### src/rtl/address_register_file_if.sv
// Register-file bus: operand/control lines driven by the master and the two
// combinational read ports returned by the register file.
//   I       - 16-bit data for load / partial-load operations
//   RegSel  - active-low enables {PC, AR, SP}
//   FunSel  - operation applied to every enabled register
//   OutCSel - OutC source select (00/01=PC, 10=AR, 11=SP)
//   OutDSel - OutD source select (same decode)
//   OutC    - selected register value
//   OutD    - selected register value
interface address_register_file_if;
   logic [15:0] I;
   logic [2:0]  RegSel;
   logic [2:0]  FunSel;
   logic [1:0]  OutCSel;
   logic [1:0]  OutDSel;
   logic [15:0] OutC;
   logic [15:0] OutD;

   modport master (
      output I, RegSel, FunSel, OutCSel, OutDSel,
      input  OutC, OutD
   );

   modport slave (
      input  I, RegSel, FunSel, OutCSel, OutDSel,
      output OutC, OutD
   );
endinterface

### src/rtl/address_register_file.sv
// Address register file: three 16-bit registers (PC, AR, SP) sharing one
// operation code and data input, with two independent combinational read
// ports.
//   Clock - rising-edge clock for all register updates
//   Reset - asynchronous active-high clear of all registers
//   bus   - slave side of address_register_file_if (I, RegSel, FunSel,
//           OutCSel, OutDSel in; OutC, OutD out)

// One 16-bit register; state lives in Q so it can be reached as <inst>.Q.
module addressRegister (
   input  logic        Clock,
   input  logic        Reset,
   input  logic        hold,     // 1 = keep value, 0 = apply funSel
   input  logic [2:0]  funSel,
   input  logic [15:0] din,
   output logic [15:0] q
);
   logic [15:0] Q;

   always_ff @(posedge Clock or posedge Reset) begin
      if (Reset) begin
         Q <= 16'h0000;
      end else if (!hold) begin
         case (funSel)
            3'b000: Q <= Q - 16'd1;                  // wraps 0000 -> FFFF
            3'b001: Q <= Q + 16'd1;                  // wraps FFFF -> 0000
            3'b010: Q <= din;
            3'b011: Q <= 16'h0000;
            3'b100: Q <= {8'h00, din[7:0]};
            3'b101: Q <= {Q[15:8], din[7:0]};        // low byte only
            3'b110: Q <= {din[7:0], Q[7:0]};         // low byte of I into high byte
            default: Q <= {{8{din[7]}}, din[7:0]};   // sign-extend low byte
         endcase
      end
   end

   assign q = Q;
endmodule

module address_register_file (
   input logic                     Clock,
   input logic                     Reset,
   address_register_file_if.slave  bus
);
   logic [15:0] pcQ, arQ, spQ;

   addressRegister PC (
      .Clock (Clock), .Reset (Reset), .hold (bus.RegSel[2]),
      .funSel(bus.FunSel), .din (bus.I), .q (pcQ)
   );

   addressRegister AR (
      .Clock (Clock), .Reset (Reset), .hold (bus.RegSel[1]),
      .funSel(bus.FunSel), .din (bus.I), .q (arQ)
   );

   addressRegister SP (
      .Clock (Clock), .Reset (Reset), .hold (bus.RegSel[0]),
      .funSel(bus.FunSel), .din (bus.I), .q (spQ)
   );

   // Both read ports share one decode; 00 and 01 both map to PC.
   always_comb begin
      bus.OutC = pcQ;
      case (bus.OutCSel)
         2'b10:   bus.OutC = arQ;
         2'b11:   bus.OutC = spQ;
         default: bus.OutC = pcQ;
      endcase
   end

   always_comb begin
      bus.OutD = pcQ;
      case (bus.OutDSel)
         2'b10:   bus.OutD = arQ;
         2'b11:   bus.OutD = spQ;
         default: bus.OutD = pcQ;
      endcase
   end
endmodule

### src/flat_wrapper.sv
// flat-port wrapper written by rule: the top's interface ports become plain ports
module address_register_file_flat 
  (Clock, Reset, bus_I, bus_RegSel, bus_FunSel, bus_OutCSel, bus_OutDSel, bus_OutC, bus_OutD);
  address_register_file_if bus_i ();
  input logic Clock;
  input logic Reset;
  input wire logic [$bits(bus_i.I)-1:0] bus_I;
  input wire logic [$bits(bus_i.RegSel)-1:0] bus_RegSel;
  input wire logic [$bits(bus_i.FunSel)-1:0] bus_FunSel;
  input wire logic [$bits(bus_i.OutCSel)-1:0] bus_OutCSel;
  input wire logic [$bits(bus_i.OutDSel)-1:0] bus_OutDSel;
  output wire logic [$bits(bus_i.OutC)-1:0] bus_OutC;
  output wire logic [$bits(bus_i.OutD)-1:0] bus_OutD;
  assign bus_i.I = bus_I;
  assign bus_i.RegSel = bus_RegSel;
  assign bus_i.FunSel = bus_FunSel;
  assign bus_i.OutCSel = bus_OutCSel;
  assign bus_i.OutDSel = bus_OutDSel;
  assign bus_OutC = bus_i.OutC;
  assign bus_OutD = bus_i.OutD;
  address_register_file u_core (.Clock(Clock), .Reset(Reset), .bus(bus_i));
endmodule
### config.mk
export PLATFORM = sky130hd
export DESIGN_NAME = address_register_file_flat
export DESIGN_NICKNAME = d
export VERILOG_FILES = /design/src/rtl/address_register_file_if.sv /design/src/rtl/address_register_file.sv /design/src/flat_wrapper.sv
export SDC_FILE = /design/constraint.sdc
export NUM_CORES = 1
export LEC_CHECK = 0
export CAP_MARGIN = 0
export CORE_MARGIN = 2
export CORE_UTILIZATION = 40
export CTS_CLUSTER_SIZE = 14
export DETAILED_ROUTE_END_ITERATION = 8
export SLEW_MARGIN = 10
export SYNTH_ARGS = -nofsm -noshare
export SYNTH_HDL_FRONTEND = slang
export SYNTH_SLANG_ARGS = --single-unit
export TNS_END_PERCENT = 10
### constraint.sdc
create_clock -name Clock -period 2.89 [get_ports Clock]
set_input_delay 0.4335 -clock Clock [delete_from_list [all_inputs] [get_ports Clock]]
set_output_delay 0.4335 -clock Clock [all_outputs]
set_load 0.02 [all_outputs]
==> results of run 1 <==
## kinds of logic after synthesis
logic type / Yosys count
compound gates: 225
xor+xnor: 29
fa+ha+maj: 53
buf+inv: 37
flops: 48
mux: 45
simple gates: 201
## worst max-delay path, cell delays in order
cell and delay, ns:
buf_6 0.09, or2_4 0.25, nor2_4 0.16, clkinvlp_4 0.15, buf_8 0.16, buf_16 0.14
ha_4 0.22, buf_6 0.11, a21o_1 0.19, a211o_1 0.28, or4_4 0.53, o211ai_4 0.11
a21oi_2 0.08, o32a_1 0.29
## flip-flops by register name, summed over array words and instances (netlist names)
| name | count |
|---|---|
| u_core.AR.q | 16 |
| u_core.PC.q | 16 |
| u_core.SP.q | 16 |
## worst min path at each step
stage                    start              end  slack [ns]  depth (start not counted)
2_1_floorplan   u_core.PC.q[7]   u_core.PC.q[7]        0.50                          2
3_3_place_gp    u_core.PC.q[7]   u_core.PC.q[7]        0.52                          2
3_5_place_dp    u_core.PC.q[7]   u_core.PC.q[7]        0.53                          2
4_1_cts                  Reset   u_core.PC.q[3]        0.56                          2
5_1_grt        u_core.PC.q[10]  u_core.PC.q[10]        0.60                          1
6_report                 Reset   u_core.PC.q[3]        0.54                          2
## cell usage in the layout (no fill, tap or decap), types with 7 or more instances in the layout
| cell type | n |
|---|---|
| a21o_1 | 24 |
| mux2i_1 | 37 |
| nor2_1 | 81 |
| mux2_2 | 8 |
| o21ai_0 | 31 |
| nor3b_1 | 9 |
| ha_1 | 30 |
| nand2_1 | 55 |
| buf_4 | 120 |
| dfrtp_1 | 48 |
| nand3_1 | 11 |
| clkdlybuf4s50_1 | 56 |
| xor2_1 | 12 |
| a22oi_1 | 9 |
| inv_1 | 7 |
| o21a_1 | 9 |
| a21oi_1 | 69 |
| xnor2_1 | 17 |
| a21oi_2 | 9 |
| buf_6 | 7 |
| a31oi_1 | 13 |
| ha_4 | 19 |
## repair_timing
| action | in CTS | in global routing |
|---|---|---|
| gates cloned | 4 | 0 |
| buffers inserted | 11 | 8 |
| pin swaps | 25 | 40 |
| setup endpoints to repair | 28 | 22 |
| resized for setup | 61 | 39 |
## metrics by stage
stage / util [%] / setup TNS [ns] / cells / instance area (sq um) / worst slack (ns)
floorplan: - / -24.24 / 638 / 5226 / -1.050
global placement: 54.74 / -18.40 / 960 / 6880 / -0.8301
detailed placement: 54.74 / -19.33 / 960 / 6880 / -0.8385
CTS: 59.26 / -0.8632 / 983 / 7448 / -0.1986
global route: 60.82 / -1.319 / 987 / 7644 / -0.1858
finish: 60.82 / -0.3903 / 987 / 7644 / -0.1354
## layer usage
metal / track usage, % / up-vias / part of all wire [%]
li1: - / 2700 / -
met1: 37.68 / 2779 / 44
met2: 44.74 / 237 / 47
met3: 3.347 / 17 / 7.1
met4: 5.412 / 0 / 1.1
met5: 0 / - / 0
## power breakdown
part           internal (W)  total [W]  switching (W)
combinational       0.00167    0.00319        0.00151
sequential         0.000817    0.00108       0.000265
clock              0.000346   0.000603       0.000257
total               0.00284    0.00487        0.00204
## final cells by class
| cell class | instances | area share [%] |
|---|---|---|
| Clock buffer | 8 | 1.915 |
| Timing Repair Buffer | 196 | 23.52 |
| Tap cell | 172 | 2.816 |
| Sequential cell | 48 | 15.71 |
| Inverter | 10 | 0.5402 |
| Multi-Input combinational cell | 553 | 55.49 |
## Yosys cell counts (all sizes together), types with 4 or more instances
library cell / count
o21bai: 4
dfrtp: 48
a31oi: 15
or3: 4
a211oi: 5
o211ai: 4
buf: 5
o21a: 10
and2: 6
o21ai: 40
xor2: 12
xnor2: 17
nor3b: 9
nand2: 56
nand3: 13
a21o: 25
o22ai: 4
a21oi: 80
ha: 50
nor2: 85
inv: 10
or2: 5
mux2i: 37
a22oi: 9
mux2: 8
and3: 5
nor3: 7
o32a: 4
clkbuf: 21
==> run_results.csv, run 1 <==
group,metric,value,unit
status,outcome,"finished with violations",
status,violations,"negative setup slack",
placed_design,numPortBuffers,59,
detailed_routing,dr.pass1.iters,5,
worst_setup_path,r2r_setup_slack,0.41,ns
yosys,synth_top_family_by_area,"compound AO/OA/AOI/OAI gates",
worst_setup_path,crit_path_start,"bus_FunSel[1]",
detailed_routing,wirelength,18510,microns
clocking,cts_root_buf,"clkbuf_16",
final_layout,final_nets,895,
yosys,yosys.area.top_type_share,23.47,%
detailed_routing,final_antenna_net_count,0,
final_layout,multiInputGateArea,4242,sq um
global_route,grt_max_degree,34,
yosys,synth.yosys.seq_area_share,23.47,%
detailed_routing,drc_errors,0,
worst_setup_path,endpoint,"u_core.SP.q[15]",
yosys,synthFlopType,"dfrtp_1",
final_layout,antenna_cells,0,
run,cap_viol_max_count,0,
die,die_area,13720,sq um
yosys,yosysTopAreaCell,"dfrtp_1",
sta,skew,0.003782,ns
detailed_routing,vias_per_cell,5.809,
sta,rsz0062_at_grt,"true",
clocking,cts_tree,"yes",
global_route,grt_pass1_vias,5419,
worst_setup_path,critical_path_required,3.07,ns
clocking,clkTransAtPathRegs,0.07,ns
yosys,synth.avg_cell_area,8.023,sq um
placed_design,gp_congestion,0.9320,
worst_setup_path,crit_type,"in -> reg",
final_layout,ff_latch_area,1201,sq um
sta,hold-worst-slack,0.5400,ns
sta,tightest_slew,0.7528,ns
worst_setup_path,regToRegStartpoint,"u_core.SP.q[1]",
sta,hold_viol,0,
yosys,yosys_register_bits,48,
yosys,synthSimpleGateAreaFrac,17.92,%
die,initial_core_util,40.73,%
die,die_h,117.1,microns
yosys,synth_cell_type_count,64,
clocking,cts_sinks,48,
detailed_routing,drt-initial-drc-count,481,
final_layout,drive_above_1_share,28.47,%
power,power_density,637.7,nW/um^2
worst_setup_path,r2r_cells,8,
sta,finalCritPeriodShare,104.7,%
yosys,synth-compound-area-share,27.91,%
global_route,antenna_found_initial,0,
hold_path,hold_path.class,"in -> async",
sta,relSlewSlack,49.82,%
sta,fin_crit,3.025,ns
worst_setup_path,start_kind,"primary input",
sta,setup_slack,-0.1354,ns
sta,slew_violations,0,
yosys,syn_inst,638,
sta,fmax,0.3305,GHz
worst_setup_path,cp_max_fo,5,
yosys,synth_area_leaders,"dfrtp_1 (23%), ha_1 (12%), a21oi_1 (7.7%)",
global_route,track_usage,26.84,%
power,p_leak,3.314,nW
die,num_io_pins,60,
yosys,synth_mux_area_share,8.995,%
worst_setup_path,end_kind,"register",
worst_setup_path,r2r-end,"u_core.SP.q[15]",
worst_setup_path,cp.arrival,3.21,ns
clocking,clk_path_buf_depth,2,
placed_design,dp_hpwl,13470,microns
die,rows,41,
yosys,netlist_area,5119,sq um
yosys,synth_edf_count,0,
yosys,async_reset_ff_share,100.0,%
clocking,cts_hold_buf,0,
yosys,synth_fa_ha_area_share,13.40,%
power,finalPower,0.004875,W
yosys,synth-xor-area-share,4.962,%
die,core_area,12570,sq um
detailed_routing,routedWlPerCell,18.75,microns
clocking,cts_max_level,2,
global_route,overflow,0,
final_layout,fillCellCount,1091,
yosys,ys_warn_count,0,
power,vdd_drop_max,0.0003666,V
die,chipWidth,117.1,microns
clocking,cts_buffers,5,
clocking,clk_latency,0.29,ns
global_route,grt_pass1_wl,28430,microns
yosys,syn_nets,719,
final_layout,area_growth,49.33,%
sta,finalSetupViolations,4,
detailed_routing,vias,5733,
Note: power is estimated with default switching activity, not from simulation.
==> run 2: changes to the inputs <==
Settings changed: HOLD_SLACK_MARGIN set to 0.1.
Clock period 2.89 ns to 3.6 ns, I/O delays scaled along.
==> run_results.csv, run 2 (synthesis gave the netlist of run 1 again) <==
group,metric,value,unit
status,outcome,"complete, no violations",
worst_setup_path,start_kind,"primary input",
final_layout,antenna_cells,0,
clocking,clk_latency,0.30,ns
worst_setup_path,critical_path_required,3.78,ns
detailed_routing,wl_met1,7898,microns
worst_setup_path,cp_max_fo,17,
final_layout,layout_commonest_cell,"nor2_1",
placed_design,dp_hpwl,12900,microns
placed_design,gp_congestion,0.9226,
die,num_io_pins,60,
clocking,cts_buffers,5,
detailed_routing,met3WireLength,845,microns
global_route,grt_max_degree,49,
sta,setup_slack,0.1018,ns
sta,rsz0062_at_grt,"true",
sta,skew,0.005426,ns
detailed_routing,dr.max_layer_used,"met4",
hold_path,worstHoldPathCells,2,
worst_setup_path,end_kind,"register",
detailed_routing,drt-initial-drc-count,343,
worst_setup_path,crit_type,"in -> reg",
die,chipWidth,117.1,microns
worst_setup_path,cp.arrival,3.68,ns
global_route,track_usage,24.98,%
worst_setup_path,r2r_setup_slack,1.04,ns
final_layout,final_cell_mix,"nor2_1 (82), a21oi_1 (78), buf_4 (77)",
detailed_routing,routedWlPerCell,17.74,microns
die,core_area,12570,sq um
worst_setup_path,r2r-end,"u_core.SP.q[15]",
sta,tightest_slew,1.270,ns
power,power_density,510.5,nW/um^2
final_layout,area_growth,30.29,%
detailed_routing,wirelength,16460,microns
detailed_routing,wl_met2,7485,microns
worst_setup_path,r2r_cells,8,
die,die_area,13720,sq um
detailed_routing,drc_errors,0,
sta,finalSetupViolations,0,
sta,fin_crit,3.498,ns
clocking,clkTransAtPathRegs,0.07,ns
sta,finalCritPeriodShare,97.17,%
global_route,grt_pass1_wl,26500,microns
clocking,cts_root_buf,"clkbuf_16",
worst_setup_path,regToRegStartpoint,"u_core.SP.q[1]",
clocking,cts_max_level,2,
power,vdd_drop_max,0.0002478,V
clocking,clk_path_buf_depth,2,
detailed_routing,dr.pass1.iters,5,
detailed_routing,vias,5283,
sta,relSlewSlack,15.32,%
die,initial_core_util,40.73,%
sta,hold_viol,0,
global_route,grt_pass1_vias,5168,
clocking,cts_tree,"yes",
detailed_routing,final_antenna_net_count,0,
sta,fmax,0.2859,GHz
hold_path,hold_path.class,"reg -> reg",
global_route,overflow,0,
final_layout,final_nets,837,
placed_design,dp_slack,-0.2462,ns
placed_design,dpl_cell_area,6513,sq um
global_route,antenna_found_initial,0,
final_layout,fin_area,6669,sq um
worst_setup_path,endpoint,"u_core.AR.q[14]",
run,cap_viol_max_count,0,
die,die_h,117.1,microns
worst_setup_path,crit_path_start,"bus_FunSel[1]",
clocking,cts_sinks,48,
sta,slew_violations,0,
die,rows,41,
power,p_leak,2.939,nW
detailed_routing,vias_per_cell,5.693,
clocking,cts_setup_buffers,0,
final_layout,drive_above_1_share,16.67,%
placed_design,numPortBuffers,59,
[run 2: cell count changes in the layout (fill, tap and decap cells not counted), moves of 5 or more]
cell      previous run  this run
a21oi_1             69        78
a21oi_2              9         2
buf_6                7         0
a211oi_1             0         5
ha_4                19         7
ha_1                30        43
buf_4              120        77
[run 2: worst max-delay path: stages]
cell	delay, ns
clkdlybuf4s50_1	0.44
or2_4	0.28
nor2_4	0.14
clkinvlp_4	0.11
buf_12	0.17
buf_4	0.15
ha_4	0.21
a21o_1	0.18
or3_1	0.31
o21ba_2	0.23
a221oi_2	0.35
a2bb2oi_2	0.20
nor4_1	0.06
a211o_1	0.28
[run 2: per-layer routing]
metal / vias up / GRT usage, %
met2: 151 / 40.46
met3: 17 / 2.935
met5: - / 0
met4: 0 / 6.353
li1: 2583 / -
met1: 2532 / 35.60
[run 2: worst min-delay path by stage]
| stage | start | slack [ns] | end |
|---|---|---|---|
| 4_1_cts | u_core.PC.q[6] | 0.55 | u_core.PC.q[6] |
| 5_1_grt | u_core.PC.q[7] | 0.60 | u_core.PC.q[7] |
| 2_1_floorplan | u_core.PC.q[7] | 0.50 | u_core.PC.q[7] |
| 6_report | u_core.PC.q[6] | 0.55 | u_core.PC.q[6] |
| 3_3_place_gp | u_core.PC.q[7] | 0.53 | u_core.PC.q[7] |
| 3_5_place_dp | u_core.PC.q[7] | 0.54 | u_core.PC.q[7] |
[run 2: what timing repair did]
item,4_1_cts,5_1_grt
setup endpoints to repair,0,9
hold buffers,0,0
endpoints found under the hold margin,0,0
resized for setup,0,9
[run 2: through the flow]
stage                     std cells  hold slack, ns  util [%]  power, W  setup TNS, ns
after floorplan                 638          0.4999         -  0.002144         -5.101
after global placement          921          0.5308     51.82  0.002871         -1.383
after detailed placement        921          0.5390     51.82  0.002907         -2.008
after CTS                       928          0.5547     52.91  0.003381              0
after global routing            928          0.5951     53.06  0.003667      -0.009324
final                           928          0.5518     53.06  0.003405              0
[run 2: area by class of cell]
type / count / area [sq um]
Clock buffer: 5 / 125.1
Clock inverter: 2 / 12.51
Fill cell: 1208 / 5899
Inverter: 10 / 41.29
Multi-Input combinational cell: 553 / 3862
Sequential cell: 48 / 1201
Tap cell: 172 / 215.2
Timing Repair Buffer: 138 / 1211
[run 2: report_power, final]
| group | total, W | internal, W | switching [W] |
|---|---|---|---|
| clock | 0.000467 | 0.000253 | 0.000214 |
| sequential | 0.000852 | 0.000656 | 0.000196 |
| combinational | 0.00209 | 0.00105 | 0.00103 |
==> run 3: changes to the inputs <==
Settings changed: CORE_UTILIZATION 40 to 62, PLACE_DENSITY set to 0.87.
==> run_results.csv, run 3 (synthesis gave the netlist of run 1 again) <==
group,metric,value,unit
worst_setup_path,r2r_setup_slack,1.03,ns
clocking,cts_root_buf,"clkbuf_8",
die,core_area,8093,sq um
sta,tightest_slew,1.292,ns
sta,fin_crit,3.496,ns
final_layout,antenna_cells,0,
sta,rsz0062_at_grt,"false",
detailed_routing,drc_errors,0,
clocking,cts_sinks,48,
final_layout,fin_area,6452,sq um
detailed_routing,final_antenna_net_count,0,
sta,finalSetupViolations,0,
worst_setup_path,cp_max_fo,9,
worst_setup_path,critical_path_required,3.80,ns
final_layout,area_growth,26.06,%
final_layout,fin_cells,846,
die,rows,33,
status,outcome,"complete, no violations",
detailed_routing,drt-initial-drc-count,639,
power,power_density,517.9,nW/um^2
sta,setup_slack,0.1041,ns
placed_design,placed_cells,838,
clocking,clkTransAtPathRegs,0.10,ns
sta,slew_violations,0,
hold_path,worstHoldPathCells,2,
global_route,grt_pass1_vias,5385,
worst_setup_path,r2r-end,"u_core.SP.q[15]",
sta,fmax,0.2860,GHz
final_layout,final_cell_mix,"nor2_1 (82), a21oi_1 (79), buf_4 (60)",
detailed_routing,wirelength,16400,microns
detailed_routing,vias,5495,
power,intPower,0.001885,W
global_route,grt_pass1_wl,26200,microns
placed_design,dp_slack,-0.2149,ns
global_route,overflow,0,
sta,hold_viol,0,
placed_design,gp_congestion,0.9444,
power,switching_share,43.59,%
die,num_io_pins,60,
hold_path,hp-start,"u_core.PC.q[2]",
global_route,antenna_found_initial,0,
worst_setup_path,regToRegStartpoint,"u_core.SP.q[1]",
worst_setup_path,end_kind,"register",
power,combPwrFrac,61.5,%
clocking,cts_max_level,2,
worst_setup_path,start_kind,"primary input",
global_route,grt_max_degree,49,
power,clkPwrFrac,13.0,%
power,vdd_drop_max,0.0003477,V
worst_setup_path,r2r_cells,8,
detailed_routing,dr.pass1.iters,5,
die,die_area,8998,sq um
placed_design,dp_hpwl,12470,microns
sta,relSlewSlack,13.84,%
detailed_routing,vias_per_cell,6.495,
power,p_leak,2.853,nW
final_layout,layout_commonest_cell,"nor2_1",
hold_path,hold_path.class,"reg -> reg",
clocking,clk_latency,0.31,ns
die,initial_core_util,63.25,%
clocking,cts_hold_buf,0,
clocking,cts_tree,"yes",
clocking,cts_buffers,5,
sta,skew,0.007905,ns
sta,finalCritPeriodShare,97.11,%
hold_path,min_to,"u_core.PC.q[2]",
placed_design,dpl_cell_area,6321,sq um
run,cap_viol_max_count,0,
final_layout,final_nets,821,
die,die_h,94.86,microns
die,chipWidth,94.86,microns
global_route,track_usage,37.31,%
placed_design,numPortBuffers,59,
power,p_switching,0.001456,W
worst_setup_path,crit_type,"in -> reg",
worst_setup_path,cp.arrival,3.70,ns
clocking,clk_path_buf_depth,2,
final_layout,drive_above_1_share,14.84,%
detailed_routing,routedWlPerCell,19.38,microns
power,p_seq_share,25.5,%
## run 3: cell count changes in the layout (fill, tap and decap cells not counted), sizes merged
| cell | delta |
|---|---|
| buf | -16 |
| bufinv | +1 |
| clkbuf | +1 |
| clkdlybuf4s50 | +1 |
| clkinvlp | -1 |
| dlymetal6s2s | -1 |
## run 3: layout make-up
class | count | area [sq um]
clock buffer | 6 | 82.58
timing repair buffer | 122 | 1101
multi-input combinational | 553 | 3856
sequential | 48 | 1201
clock inverter | 2 | 38.79
tap | 105 | 131.4
fill | 537 | 1640
inverter | 10 | 41.29
## run 3: power by group through the flow
stage | Combinational, W | Sequential (W) | Clock (W)
finish | 0.00205 | 0.000853 | 0.000434
global route | 0.00223 | 0.000866 | 0.000451
CTS | 0.00202 | 0.000841 | 0.000428
detailed placement | 0.00200 | 0.000849 | 0
global placement | 0.00191 | 0.000837 | 0
floorplan | 0.00136 | 0.000785 | 0
## run 3: routing by layer
metal	wire (microns)	part of all wire, %	up-vias	track usage, %
met1	6592	40	2605	49.00
met4	290	1.8	0	12.44
met5	0	0	-	0
met2	7879	48	293	62.17
li1	-	-	2563	-
met3	1632	10	34	6.544
## run 3: critical path, stage by stage
cell             delay [ns]
clkdlybuf4s50_1        0.43
or2_4                  0.28
nor2_4                 0.15
clkinvlp_4             0.12
buf_4                  0.21
buf_12                 0.15
ha_1                   0.29
o21a_1                 0.13
o21a_1                 0.19
and4_2                 0.22
or4_4                  0.53
o211ai_2               0.09
a21oi_2                0.07
o32a_1                 0.28
## run 3: repair_timing
| action | in CTS | in global routing |
|---|---|---|
| gates resized for setup | 0 | 2 |
| buffers inserted | 0 | 0 |
| setup endpoints to repair | 0 | 2 |
## run 3: worst max-delay path by stage
stage,end,slack (ns),start
finish,u_core.SP.q[15],0.10,bus_FunSel[1]
CTS,u_core.SP.q[15],0.09,bus_FunSel[1]
detailed placement,u_core.SP.q[15],-0.21,bus_FunSel[1]
global route,u_core.PC.q[13],0.003,bus_FunSel[1]
global placement,u_core.SP.q[15],-0.13,bus_FunSel[1]
floorplan,u_core.SP.q[15],-0.45,bus_FunSel[1]
## run 3: metrics by stage
stage	power, W	utilization (%)	TNS (ns)	hold WS, ns
3_3_place_gp	0.002745	78.11	-0.3401	0.5213
2_1_floorplan	0.002144	-	-5.101	0.4999
3_5_place_dp	0.002848	78.11	-1.056	0.5517
6_report	0.003341	79.73	0	0.5681
4_1_cts	0.003288	79.61	0	0.5726
5_1_grt	0.003550	79.73	0	0.6091
